<file path="src/rtl/bits_pkg.sv">
// Shared widths and FSM encoding for the bit packer / bit extractor pair.
package bits_pkg;
  localparam int unsigned WORDW = 32;
  localparam int unsigned CODEW = 15;
  localparam int unsigned LENW  = 4;
  localparam int unsigned CNTW  = 6;
  localparam int unsigned ACCW  = WORDW + CODEW;

  typedef enum logic {
    RUN    = 1'b0,
    FLUSH2 = 1'b1
  } state_t;
endpackage

</file>
<file path="src/rtl/pack_align.sv">
// Masks a code to its length and shifts it to its left-aligned slot in the accumulator.
module pack_align
  import bits_pkg::*;
(
  input  logic [CODEW-1:0] i_code,
  input  logic [LENW-1:0]  i_len,
  input  logic [CNTW-1:0]  i_fill,
  output logic [ACCW-1:0]  o_aligned
);
  logic [CODEW-1:0] w_mask;
  logic [CODEW-1:0] w_code;
  logic [CNTW-1:0]  w_shift;

  always_comb begin
    w_mask    = ~({CODEW{1'b1}} << i_len);
    w_code    = i_code & w_mask;
    // LSB of the code lands at bit ACCW-fill-len; never negative since fill<=31, len<=15
    w_shift   = CNTW'(ACCW) - i_fill - CNTW'(i_len);
    o_aligned = {{(ACCW-CODEW){1'b0}}, w_code} << w_shift;
  end
endmodule

</file>
<file path="src/rtl/bit_packer.sv">
// Packs variable-length MSB-first codes into 32-bit words, with zero-padded flush.
module bit_packer
  import bits_pkg::*;
(
  input  logic             clock,
  input  logic             reset,
  input  logic             pushin,
  input  logic [LENW-1:0]  lenin,
  input  logic [CODEW-1:0] datain,
  input  logic             flushin,
  output logic             readyout,
  output logic             pushout,
  output logic [WORDW-1:0] dataout,
  output logic [CNTW-1:0]  validout
);
  state_t           r_state, w_state_nx;
  logic [ACCW-1:0]  r_acc, w_acc_nx, w_acc_sum, w_aligned;
  logic [CNTW-1:0]  r_fill, w_fill_nx, w_fill_sum;
  logic             r_pushout, w_pushout_nx;
  logic [WORDW-1:0] r_dataout, w_dataout_nx;
  logic [CNTW-1:0]  r_validout, w_validout_nx;
  logic             w_push, w_flush;

  pack_align u_align (
    .i_code    (datain),
    .i_len     (lenin),
    .i_fill    (r_fill),
    .o_aligned (w_aligned)
  );

  always_comb begin
    w_push     = pushin  && (r_state == RUN);
    w_flush    = flushin && (r_state == RUN);
    w_acc_sum  = w_push ? (r_acc | w_aligned) : r_acc;
    w_fill_sum = w_push ? (r_fill + CNTW'(lenin)) : r_fill;
  end

  always_comb begin
    w_state_nx    = r_state;
    w_acc_nx      = r_acc;
    w_fill_nx     = r_fill;
    w_pushout_nx  = 1'b0;
    w_dataout_nx  = r_dataout;
    w_validout_nx = r_validout;
    case (r_state)
      RUN: begin
        w_acc_nx  = w_acc_sum;
        w_fill_nx = w_fill_sum;
        if (w_fill_sum >= CNTW'(WORDW)) begin
          w_pushout_nx  = 1'b1;
          w_dataout_nx  = w_acc_sum[ACCW-1 -: WORDW];
          w_validout_nx = CNTW'(WORDW);
          w_acc_nx      = w_acc_sum << WORDW;
          w_fill_nx     = w_fill_sum - CNTW'(WORDW);
          // remainder of a flush that overflowed a word goes out next cycle
          if (w_flush) w_state_nx = FLUSH2;
        end else if (w_flush && (w_fill_sum != '0)) begin
          w_pushout_nx  = 1'b1;
          w_dataout_nx  = w_acc_sum[ACCW-1 -: WORDW];
          w_validout_nx = w_fill_sum;
          w_acc_nx      = '0;
          w_fill_nx     = '0;
        end
      end
      FLUSH2: begin
        w_state_nx = RUN;
        if (r_fill != '0) begin
          w_pushout_nx  = 1'b1;
          w_dataout_nx  = r_acc[ACCW-1 -: WORDW];
          w_validout_nx = r_fill;
          w_acc_nx      = '0;
          w_fill_nx     = '0;
        end
      end
      default: w_state_nx = RUN;
    endcase
  end

  always_ff @(posedge clock) begin
    if (reset) begin
      r_state    <= RUN;
      r_acc      <= '0;
      r_fill     <= '0;
      r_pushout  <= 1'b0;
      r_dataout  <= '0;
      r_validout <= '0;
    end else begin
      r_state    <= w_state_nx;
      r_acc      <= w_acc_nx;
      r_fill     <= w_fill_nx;
      r_pushout  <= w_pushout_nx;
      r_dataout  <= w_dataout_nx;
      r_validout <= w_validout_nx;
    end
  end

  assign readyout = (r_state == RUN);
  assign pushout  = r_pushout;
  assign dataout  = r_dataout;
  assign validout = r_validout;
endmodule

</file>
<file path="config.mk">
export PLATFORM = sky130hd
export DESIGN_NAME = bit_packer
export DESIGN_NICKNAME = d
export VERILOG_FILES = /design/src/rtl/bits_pkg.sv /design/src/rtl/pack_align.sv /design/src/rtl/bit_packer.sv
export SDC_FILE = /design/constraint.sdc
export NUM_CORES = 1
export LEC_CHECK = 0
export CAP_MARGIN = 20
export CORE_UTILIZATION = 57
export CTS_CLUSTER_SIZE = 40
export DETAILED_ROUTE_END_ITERATION = 8
export HOLD_SLACK_MARGIN = 0.12
export PLACE_DENSITY_LB_ADDON = 0.25
export SYNTH_ARGS = -nofsm -noshare
export SYNTH_HDL_FRONTEND = slang
export SYNTH_SLANG_ARGS = --single-unit
</file>
<file path="constraint.sdc">
create_clock -name clock -period 4.25 [get_ports clock]
set_input_delay 0.6375 -clock clock [delete_from_list [all_inputs] [get_ports clock]]
set_output_delay 0.6375 -clock clock [all_outputs]
set_load 0.03 [all_outputs]
</file>
* Yosys cells after proc, flatten, opt, wreduce, memory -nomap -nowiden *
Index checks and enable logic that the tools add are counted.

operators by class
  reductions and logical operators = 6
  add/subtract/negate cells = 4
  mux-type cells = 25
  magnitude comparators = 1
  bitwise gates (word level) = 4
  equal/unequal tests = 2
  shift operators = 2

operators with widths
  kind                                                                      count
  47-bit two-way mux                                                        4
  32-bit two-way mux                                                        3
  47-bit case mux with 2 select lines                                       1
  32-bit case mux with 2 select lines                                       1
  47-bit OR                                                                 1
  15-bit by 6-bit << shifter with 47-bit output                             1
  6-bit two-way mux                                                         7
  6-bit case mux with 2 select lines                                        2
  15-bit AND                                                                1
  15-bit NOT                                                                1
  15-bit by 4-bit << shifter with 15-bit output (first input constant)      1
  6-bit nonzero test                                                        2
  6-bit by 4-bit adder with 6-bit output                                    1
  6-bit greater-or-equal comparator (second input constant)                 1
  6-bit by 4-bit subtractor with 6-bit output                               1
  6-bit subtractor (first input constant)                                   1
  6-bit subtractor (second input constant)                                  1
  1-bit two-way mux                                                         5
  1-bit case mux with 2 select lines                                        2
  1-bit logical AND                                                         3
  3-bit by 1-bit inequality test with 1-bit output (second input constant)  1
  2-bit by 1-bit inequality test with 1-bit output (second input constant)  1
  2-bit AND reduction                                                       1
  1-bit NOT                                                                 1

storage, ports and cells
  word-level logic and storage cells = 50
  output and inout bits = 40
  flip-flop bits (word level) = 93

* Longest topological paths before layout *
Gate-level depths: netlist of run 1.

  word-level depth = 9
  depth in mapped cells = 14
  gate-level depth less buffers = 11

* Cells and area by module *
A second synthesis of run 1 with hierarchy kept.

second synthesis, totals
  cell total of the unflattened synthesis = 743
  area total of the unflattened synthesis = 6,045.8 um^2

modules (own cells, without submodules)
  module      cells an instance  area an instance (um^2)  seq. area each (um^2)  times used
  bit_packer  494                4,393.0                  1,861.8                1
  pack_align  249                1,652.8                  0.0                    1

* Worst setup path after synthesis of run 1 *
OpenSTA, ideal clock, no wires.

  path kind = input to register
  from = in lenin[1]
  to = reg r_acc[37]
  setup slack = 0.593 ns
  buffers on the path = 3
  stages = 13
  setup time = 0.122 ns
  data required time = 4.128 ns
  data arrival time = 3.535 ns
  path through = buf_6 -> buf_6 -> inv_1 -> ha_1 -> ha_1 -> fa_1 -> xor2_1 -> buf_2 -> nor4_1 -> a31o_1 -> a22o_1 -> a221o_1 -> a221o_1

on the way
  longest elaborated chain between the ends = 9
  elaborated cells between the ends (all ways) = 15

RTL lines
  element                                        RTL line          source
  start: declaration                             bit_packer.sv:8   input logic [LENW-1:0] lenin,
  15-bit by 4-bit << shifter with 15-bit output  pack_align.sv:15  w_mask = ~({CODEW{1'b1}} << i_len);
  15-bit NOT                                     pack_align.sv:15
  15-bit AND                                     pack_align.sv:16  w_code = i_code & w_mask;
  15-bit by 6-bit << shifter with 47-bit output  pack_align.sv:19  o_aligned = {{(ACCW-CODEW){1'b0}}, w_code} << w_shift;
  47-bit OR                                      bit_packer.sv:34  w_acc_sum = w_push ? (r_acc | w_aligned) : r_acc;
  47-bit two-way mux                             bit_packer.sv:34
  47-bit two-way mux                             bit_packer.sv:57  end else if (w_flush && (w_fill_sum != '0)) begin
  47-bit two-way mux *                           bit_packer.sv:49  if (w_fill_sum >= CNTW'(WORDW)) begin
  47-bit case mux with 2 select lines *          bit_packer.sv:45  case (r_state)
  end signal: assignment                         bit_packer.sv:89  r_acc <= w_acc_nx;
  end: declaration                               bit_packer.sv:17  logic [ACCW-1:0] r_acc, w_acc_nx, w_acc_sum, w_aligned;

Every way passes the cells marked *; elsewhere a longest branch is shown, timed or not.
A chain may end at the register's enable or synchronous reset.

* Final worst setup path of run 1 *
  from = in lenin[0]
  to = reg r_dataout[31] (netlist: dataout[31])

on the way
  longest elaborated chain between the ends = 9
  elaborated cells between the ends (all ways) = 17

RTL lines
  element                                        RTL line          source
  15-bit by 4-bit << shifter with 15-bit output  pack_align.sv:15
  15-bit NOT                                     pack_align.sv:15
  15-bit AND                                     pack_align.sv:16
  15-bit by 6-bit << shifter with 47-bit output  pack_align.sv:19
  47-bit OR                                      bit_packer.sv:34
  47-bit two-way mux                             bit_packer.sv:34
  32-bit two-way mux                             bit_packer.sv:57
  32-bit two-way mux                             bit_packer.sv:49
  32-bit case mux with 2 select lines            bit_packer.sv:45
  end signal: assignment                         bit_packer.sv:92  r_dataout <= w_dataout_nx;
  end: declaration                               bit_packer.sv:20  logic [WORDW-1:0] r_dataout, w_dataout_nx;

Parallel ways exist; a longest one is shown, timed or not. The select of a mux whose other input is x is not followed.

==> results.json, run 1 <==
{
  "swShare_pct": 43.32,
  "status": "finished, final reports clean",
  "crit_path_max_fanout": 27,
  "dp_hpwl_um": 13170,
  "routabilityCongestion": 0.9493,
  "required_ns": 4.54,
  "synth_edf_count": 0,
  "drc_errors": 0,
  "synth_cell_types": 87,
  "antenna_found_initial": 0,
  "grtUsageTotal_pct": 36.64,
  "crit_arrival_ns": 4.16,
  "cts_buffers": 9,
  "rsz0062_at_grt": "no",
  "slew_violations": 0,
  "yosysTopAreaCellShare_pct": 33.06,
  "leakage_nw": 2.465,
  "synthFlopType": "dfxtp_1",
  "fin_crit_sh_pct": 90.90,
  "vias": 5800,
  "hold_violations": 0,
  "grt_pass1_wl_um": 29110,
  "async_flop_share_pct": 0,
  "ios": 63,
  "cts_tree": "done",
  "synth_cells": 670,
  "synth.avg_cell_area_um2": 8.405,
  "synthMostInstantiatedCell": "dfxtp_1",
  "grt_pass1_vias": 5533,
  "die_x_um": 101.4,
  "slowest_delay_ns": 0.76,
  "crit_chain": "clkdlybuf4s50_1, ha_1, inv_1, fa_1, buf_12, inv_1, a211o_1, o211a_1, mux2i_2, mux2_2, a211oi_1, nor3_1",
  "drt-pass1-iter-count": 5,
  "netlist_area_mm2": 0.005632,
  "setup_viol": 0,
  "yosysWarnings": 0,
  "dp_slack_ns": -0.01650,
  "diodes": 0,
  "cts_hold_buf": 0,
  "end_kind": "register",
  "period_minus_slack_ns": 3.863,
  "pwr-share-clk_pct": 21.4,
  "yosysTopAreaCell": "dfxtp_1",
  "cts_setup_buffers": 0,
  "drt-total-wl_um": 18060,
  "fin_ws_ns": 0.3866,
  "die_h_um": 101.4,
  "core_mm2": 0.009415,
  "start_util_pct": 59.81,
  "viasPerCell": 6.784,
  "utilization_pct": 70.07,
  "cp-start-kind": "input pin",
  "peakVddDrop_mv": 0.2878,
  "rrSetupSlack_ns": 0.70,
  "wl_per_cell_um": 21.13,
  "final_nets": 757,
  "crit_path_frequent_cell": "inv_1",
  "relSlewSlack_pct": 27.81,
  "ys_top_cells_by_area": "dfxtp_1 33%, nor2_1 4.3%, nand2_1 3.9%",
  "tightest_slew_ns": 1.082,
  "path_class": "input pin to register",
  "power_frac_seq_pct": 33.5,
  "hold_class": "register to register",
  "drtIter0Drc": 461,
  "area_delta_synth_final_pct": 17.15,
  "fp-row-count": 35,
  "synth_seq_cells": 93,
  "cts_buffer_depth": 2,
  "crit_path_top_delay_cell": "fa_1",
  "synth_nets": 706,
  "clock-sinks": 93,
  "p_per_area_mw_per_mm2": 433.8,
  "clkSlewWorstSetupHoldPaths_ns": 0.11,
  "combinationalPowerShare_pct": 45.1,
  "layout-drive-gt1-share_pct": 12.95,
  "cts_resized": 0,
  "numPortBuffers": 62,
  "fmax_mhz": 258.8,
  "insertion_delay_ns": 0.37,
  "cts-root-buf": "clkbuf_8",
  "drtAntennaViolNets": 0,
  "ys_seq_area_share_pct": 33.06,
  "htree_levels": 3,
  "power_switching_mw": 1.240,
  "finClkSkew_ns": 0.01975,
  "drv_cap": 0,
  "grt_overflow": 0,
  "grt_max_degree": 34,
  "p_int_mw": 1.622,
  "dieArea_mm2": 0.01028,
  "synth.top_cells.by_count": "93 x dfxtp_1, 65 x nor2_1, 58 x nand2_1, 43 x nor3_1, 34 x a21oi_1"
}
[cell type report]
type                       count  area (um2)
clock buffer                   9       123.9
inverter                      26       97.59
clock inverter                 7       81.33
multi-input combinational    500        3401
fill                         775        2818
tap                          129       161.4
timing repair buffer          91       870.8
sequential                    93        1862
[placed cells by master, fill, tap and decap left out, drive strengths merged, types with 13 or more instances in the layout]
master	synthesis	routed
a211oi	27	27
a21oi	35	35
and3	14	14
buf	34	30
clkdlybuf4s50	0	61
dfxtp	93	93
inv	25	27
mux2i	14	14
nand2	59	59
nand3	21	21
nor2	65	65
nor3	44	44
o21ai	28	28
o221ai	13	13
[worst max-delay path: cells and delay by family]
family | cells | cell delay (ns)
muxes | 2 | 0.64
AOI/OAI and AO/OA | 3 | 0.78
and+or+nand+nor | 1 | 0.17
adders and majority gates | 2 | 0.97
buffers and inverters | 4 | 0.95
[metrics by stage]
| step | TNS (ns) | total power, mW | cell area, um2 | instances | hold WS [ns] |
|---|---|---|---|---|---|
| after floorplan | 0 | 1.804 | 5632 | 670 | 0.4253 |
| after global placement | 0 | 2.205 | 6392 | 839 | 0.4368 |
| after detailed placement | -0.01650 | 2.227 | 6392 | 839 | 0.4485 |
| after CTS | 0 | 2.823 | 6598 | 855 | 0.4632 |
| after global routing | 0 | 2.974 | 6598 | 855 | 0.4970 |
| final | 0 | 2.862 | 6598 | 855 | 0.4587 |
[power by group through the flow]
stage | logic, mW | registers [mW] | clock network [mW]
after floorplan | 0.760 | 1.04 | 0
after global placement | 1.23 | 0.974 | 0
after detailed placement | 1.25 | 0.977 | 0
after CTS | 1.26 | 0.957 | 0.607
after global routing | 1.37 | 0.963 | 0.640
final | 1.29 | 0.959 | 0.611
[routing by layer]
| metal | track usage [%] | share of wire [%] |
|---|---|---|
| met1 | 48.05 | 42 |
| met2 | 60.39 | 47 |
| met3 | 6.901 | 8.7 |
| met4 | 12.82 | 2.4 |
| met5 | 0 | 0 |
[logic make-up (layout without fill, tap and decap cells)]
group | Yosys count | count (layout) | synth area share (%)
and+or+nand+nor | 243 | 243 | 20.80
adders and majority gates | 13 | 13 | 3.155
DFF | 93 | 93 | 33.06
muxes | 20 | 20 | 4.021
xor gates and xnor gates | 4 | 4 | 0.7556
buffers and inverters | 77 | 133 | 6.598
AOI/OAI and AO/OA | 219 | 219 | 31.55
other | 1 | 1 | 0.06659
[state kept, by name (all words and copies together), names as in the netlist]
name	cells
r_fill	6
r_acc	47
pushout	1
validout	6
r_state	1
dataout	32
[final timing paths]
| kind | from | endpoint | cells past startpoint |
|---|---|---|---|
| setup / recovery | lenin[0] | dataout[31] | 12 |
| hold / removal | dataout[1] | dataout[1] | 2 |
| setup reg to reg | r_fill[1] | r_acc[43] | 11 |
| hold reg to reg | dataout[1] | dataout[1] | 2 |
Power figures use the tool's default switching activity.
==> inputs of run 2 (changes only) <==
--- a/config.mk
+++ b/config.mk
@@ -7,7 +7,9 @@
 export LEC_CHECK = 0
 export CAP_MARGIN = 20
+export CORE_ASPECT_RATIO = 2
 export CORE_UTILIZATION = 57
 export CTS_CLUSTER_SIZE = 40
 export DETAILED_ROUTE_END_ITERATION = 8
+export GPL_ROUTABILITY_DRIVEN = 0
 export HOLD_SLACK_MARGIN = 0.12
 export PLACE_DENSITY_LB_ADDON = 0.25
==> constraint.sdc (replaced) <==
create_clock -name clock -period 4.25 [get_ports clock]
set_input_delay 0.6375 -clock clock [delete_from_list [all_inputs] [get_ports clock]]
set_output_delay 0.6375 -clock clock [all_outputs]
set_load 0.005 [all_outputs]
==> run 2 against run 1 <==
Clock skew decreased by 0.0094 ns. First-iteration DRC count increased by 73%. Total power increased by 5.4%. Wire length decreased by 2.0%. Non-clock buffer count increased by 2. Combinational power decreased by 9%. Utilization decreased by 0.29 points. Highest routed layer unchanged.
==> results.json, run 2 (synthesis results as in run 1) <==
{
  "hold_violations": 0,
  "grt_pass1_vias": 5548,
  "diodes": 0,
  "hold_class": "register to register",
  "crit_arrival_ns": 4.11,
  "grt_pass1_wl_um": 28140,
  "cts-root-buf": "clkbuf_16",
  "placed_cell_area_mm2": 0.006399,
  "final_nets": 759,
  "grtUsageTotal_pct": 35.23,
  "drt-pass1-iter-count": 6,
  "cts_resized": 0,
  "cts_tree": "done",
  "htree_levels": 3,
  "drt-total-wl_um": 17710,
  "grt_max_degree": 44,
  "vias": 5888,
  "p_per_area_mw_per_mm2": 448.6,
  "top_register": "r_acc",
  "rsz0062_at_grt": "no",
  "insertion_delay_ns": 0.35,
  "dieArea_mm2": 0.01031,
  "rr_worst_depth": 10,
  "viasPerCell": 6.847,
  "fin_crit_sh_pct": 91.09,
  "antenna_found_initial": 0,
  "hold_depth": 2,
  "end_kind": "register",
  "multi_input_area_mm2": 0.003401,
  "crit_path_max_fanout": 15,
  "utilization_pct": 69.78,
  "cts_hold_buf": 0,
  "required_ns": 4.49,
  "setup_tns_ns": 0,
  "cts_setup_buffers": 0,
  "clock-sinks": 93,
  "clkSlewWorstSetupHoldPaths_ns": 0.07,
  "fmax_mhz": 258.3,
  "setup_viol": 0,
  "start_util_pct": 58.45,
  "relSlewSlack_pct": 30.66,
  "grt_overflow": 0,
  "core_mm2": 0.009635,
  "crit_chain": "clkdlybuf4s50_1, inv_1, ha_1, ha_1, fa_1, xnor2_2, buf_4, nor2_1, a22o_1, a221o_1, a221o_1",
  "min_from": "r_acc[39]",
  "peakVddDrop_mv": 0.3805,
  "drtIter0Drc": 796,
  "status": "finished, final reports clean",
  "r2r-start": "r_fill[1]",
  "dp_hpwl_um": 13000,
  "tightest_slew_ns": 1.039,
  "largest_reg_flops": 47,
  "numPortBuffers": 62,
  "drv_cap": 0,
  "layout-drive-gt1-share_pct": 13.05,
  "path_class": "input pin to register",
  "fillers": 766,
  "crit_start": "lenin[1]",
  "crit_path_top_delay_cell": "fa_1",
  "wl_per_cell_um": 20.59,
  "ios": 63,
  "seq_area_mm2": 0.001862,
  "drtAntennaViolNets": 0,
  "period_minus_slack_ns": 3.872,
  "stdcell_area_mm2": 0.006724,
  "drc_errors": 0,
  "slowest_delay_ns": 0.52,
  "layout_common_cells": "93 x dfxtp_1, 64 x nor2_1, 61 x clkdlybuf4s50_1",
  "die_h_um": 142.6,
  "cp-start-kind": "input pin",
  "leakage_nw": 2.525,
  "final_common_cell": "dfxtp_1",
  "slew_violations": 0,
  "area_delta_synth_final_pct": 19.40,
  "fp-row-count": 51,
  "cts_buffer_depth": 2,
  "finClkSkew_ns": 0.01036,
  "cts_buffers": 9,
  "die_x_um": 72.29
}
-- run 2: final cells by class --
cell class,instances,area share [%]
Multi-Input combinational cell,500,50.58
Sequential cell,93,27.69
Timing Repair Buffer,93,12.99
Clock buffer,10,3.405
Tap cell,132,2.456
Inverter,26,1.451
Clock inverter,6,1.433
-- run 2: power breakdown --
| part | internal, mW | switching, mW | leakage, nW |
|---|---|---|---|
| registers | 0.923 | 0.0348 | 0.755 |
| logic | 0.454 | 0.728 | 1.62 |
| clock network | 0.522 | 0.356 | 0.155 |
| total | 1.90 | 1.12 | 2.53 |
-- run 2: stage by stage --
step	total power, mW	cells	hold slack (ns)	setup WS, ns
2_1_floorplan	1.730	670	0.4253	0.5929
3_3_place_gp	2.094	844	0.4364	0.1402
3_5_place_dp	2.112	844	0.4471	0.05874
4_1_cts	2.983	860	0.4667	0.4109
5_1_grt	3.135	860	0.4782	0.1564
6_report	3.017	860	0.4685	0.3785
-- run 2: worst paths after layout --
check                    to  slack, ns
setup / recovery  r_acc[37]       0.38
hold / removal    r_acc[39]       0.47
setup reg to reg  r_acc[37]       0.74
hold reg to reg   r_acc[39]       0.47
-- run 2: critical path, delay by kind of cell --
| kind | cells | cell delay (ns) |
|---|---|---|
| xor gates and xnor gates | 1 | 0.48 |
| buffers and inverters | 3 | 0.86 |
| adders and majority gates | 3 | 1.06 |
| AOI/OAI and AO/OA | 3 | 0.96 |
| and+or+nand+nor | 1 | 0.09 |
-- run 2: metal layers --
metal	track usage [%]	vias to the layer above	wire (um)
li1	-	2644	-
met2	57.89	375	8687
met1	40.10	2756	6362
met4	26.83	0	1347
met3	5.312	113	1313
met5	0	-	0
==> inputs of run 3 (changes only) <==
Settings changed: CORE_UTILIZATION 57 to 52.
Clock period 4.25 ns to 3.4 ns, I/O delays scaled along.
==> run 3 against run 2 <==
Non-clock buffer count increased by 101. Design area increased by 15%. Combinational power increased by 76%. Worst setup slack got worse by 0.29 ns. Via count increased by 7.3%. Sequential power increased by 25%. Global-route usage increased by 1.7 points. Largest cell class unchanged. Largest power group unchanged.
==> results.json, run 3 (synthesis results as in run 1) <==
{
  "status": "finished, final reports clean",
  "finalPower_mw": 4.363,
  "crit_chain": "ha_2, inv_1, fa_2, buf_4, buf_4, buf_4, nand2b_1, or3_1, o211a_1, buf_4, o21ai_2, a221oi_1, buf_4, a211oi_2",
  "multi_input_area_mm2": 0.003603,
  "dp_hpwl_um": 14280,
  "hold_class": "register to register",
  "dieArea_mm2": 0.01128,
  "fillers": 775,
  "drt-total-wl_um": 20150,
  "slowest_delay_ns": 0.47,
  "required_ns": 3.66,
  "setup_tns_ns": 0,
  "insertion_delay_ns": 0.35,
  "rrSetupSlack_ns": 0.09,
  "tightest_slew_ns": 0.6945,
  "final_common_cell": "buf_4",
  "finClkSkew_ns": 0.01125,
  "r2r-start": "r_fill[0]",
  "power_frac_seq_pct": 27.4,
  "min_from": "r_acc[26]",
  "leakage_nw": 3.088,
  "combinationalPowerShare_pct": 47.7,
  "hold_depth": 2,
  "drv_cap": 0,
  "start_util_pct": 53.41,
  "vias": 6317,
  "critical_path_buf_inv_count": 6,
  "p_per_area_mw_per_mm2": 562.4,
  "clock-sinks": 93,
  "peakVddDrop_mv": 0.4748,
  "fin_crit_sh_pct": 97.27,
  "final_nets": 860,
  "seq_area_mm2": 0.001862,
  "fp-row-count": 53,
  "clkSlewWorstSetupHoldPaths_ns": 0.07,
  "antenna_found_initial": 0,
  "htree_levels": 3,
  "cts_buffer_depth": 2,
  "largest_reg_flops": 47,
  "core_mm2": 0.01054,
  "drt-pass1-iter-count": 6,
  "holdPathEnd": "r_acc[26]",
  "period_minus_slack_ns": 3.307,
  "path_class": "register to register",
  "crit_arrival_ns": 3.57,
  "relSlewSlack_pct": 53.54,
  "grt_overflow": 0,
  "r2r_end": "dataout[27]",
  "drtAntennaViolNets": 0,
  "die_x_um": 75.59,
  "crit_start": "r_fill[0]",
  "ios": 63,
  "power_switching_mw": 1.583,
  "crit_family": "buffers and inverters",
  "wl_per_cell_um": 20.88,
  "setup_viol": 0,
  "cts_hold_buf": 0,
  "fmax_mhz": 302.4,
  "numPortBuffers": 62,
  "cts-root-buf": "clkbuf_16",
  "stdcell_area_mm2": 0.007757,
  "layout_common_cells": "122 x buf_4, 93 x dfxtp_1, 62 x nor2_1",
  "hold_violations": 0,
  "grtUsageTotal_pct": 36.93,
  "layout.cells.non_filler": 965,
  "crit_path_frequent_cell": "buf_4",
  "end_kind": "register",
  "die_h_um": 149.2,
  "grt_max_degree": 37,
  "drc_errors": 0,
  "p_int_mw": 2.779,
  "area_delta_synth_final_pct": 37.75,
  "layout-drive-gt1-share_pct": 27.29,
  "hold_slack_ns": 0.4621,
  "crit_path_top_delay_cell": "fa_2",
  "cts_buffers": 9,
  "grt_pass1_wl_um": 31340,
  "dp.cells": 945,
  "drtIter0Drc": 659,
  "top_register": "r_acc",
  "rr_worst_depth": 14,
  "pwr-share-clk_pct": 24.9,
  "crit_path_max_fanout": 7,
  "cp-start-kind": "register",
  "viasPerCell": 6.546,
  "placed_cell_area_mm2": 0.007188,
  "diodes": 0,
  "swShare_pct": 36.29,
  "grt_pass1_vias": 6240,
  "slew_violations": 0,
  "cts_tree": "done"
}
run 3: changes by cell type in the layout (fill, tap and decap cells not counted), sizes merged:
cell	change
clkdlybuf4s50	-2
dlymetal6s2s	+1
buf	+100
clkinv	-2
clkinvlp	+1
dlygate4sd2	+1
clkbuf	+1
run 3: power by group through the flow:
| stage | Combinational (mW) | Sequential [mW] | Clock (mW) |
|---|---|---|---|
| 3_5_place_dp | 1.84 | 1.22 | 0 |
| 6_report | 2.08 | 1.20 | 1.08 |
| 5_1_grt | 2.19 | 1.20 | 1.14 |
| 4_1_cts | 1.94 | 1.19 | 1.09 |
| 3_3_place_gp | 1.80 | 1.21 | 0 |
| 2_1_floorplan | 0.954 | 1.21 | 0 |
run 3: timing repair:
action,CTS,global route
endpoints found under the setup margin,64,65
resized for setup,23,23
setup buffers,2,3
pin swaps,5,8
run 3: cell type report:
class	count	area share, %
Multi-Input combinational cell	500	46.45
Clock inverter	5	1.081
Clock buffer	10	3.081
Inverter	26	1.258
Tap cell	137	2.210
Timing Repair Buffer	194	21.92
Sequential cell	93	24.00
run 3: through the flow:
step,utilization (%),setup WS (ns)
after CTS,72.36,0.0007241
after floorplan,-,0.0008389
after global routing,73.57,-0.04876
after detailed placement,68.17,-0.5859
final,73.57,0.09266
after global placement,68.17,-0.5327
run 3: how the worst max path moves through the flow:
stage | depth (start not counted) | slack (ns) | endpoint
2_1_floorplan | 13 | 0.0008 | r_acc[37]
3_3_place_gp | 14 | -0.53 | r_acc[25]
3_5_place_dp | 15 | -0.59 | dataout[10]
4_1_cts | 13 | 0.0007 | dataout[24]
5_1_grt | 14 | -0.05 | r_acc[23]
6_report | 14 | 0.09 | dataout[27]
run 3: metal layers:
| layer | routed length [um] | part of all wire (%) | GRT usage [%] |
|---|---|---|---|
| met5 | 33 | 0.16 | 3.030 |
| met4 | 1686 | 8.4 | 29.26 |
| met3 | 1512 | 7.5 | 8.378 |
| met2 | 9890 | 49 | 58.93 |
| met1 | 7027 | 35 | 40.34 |
run 3: worst register-to-register path: cells and delay by family (launching register included):
family	cells	cell delay (ns)
AO/OA/AOI/OAI	4	0.69
adder cells (fa/ha/maj)	2	0.69
buffers and inverters	6	0.91
flip-flops	1	0.40
AND/OR/NAND/NOR	2	0.54
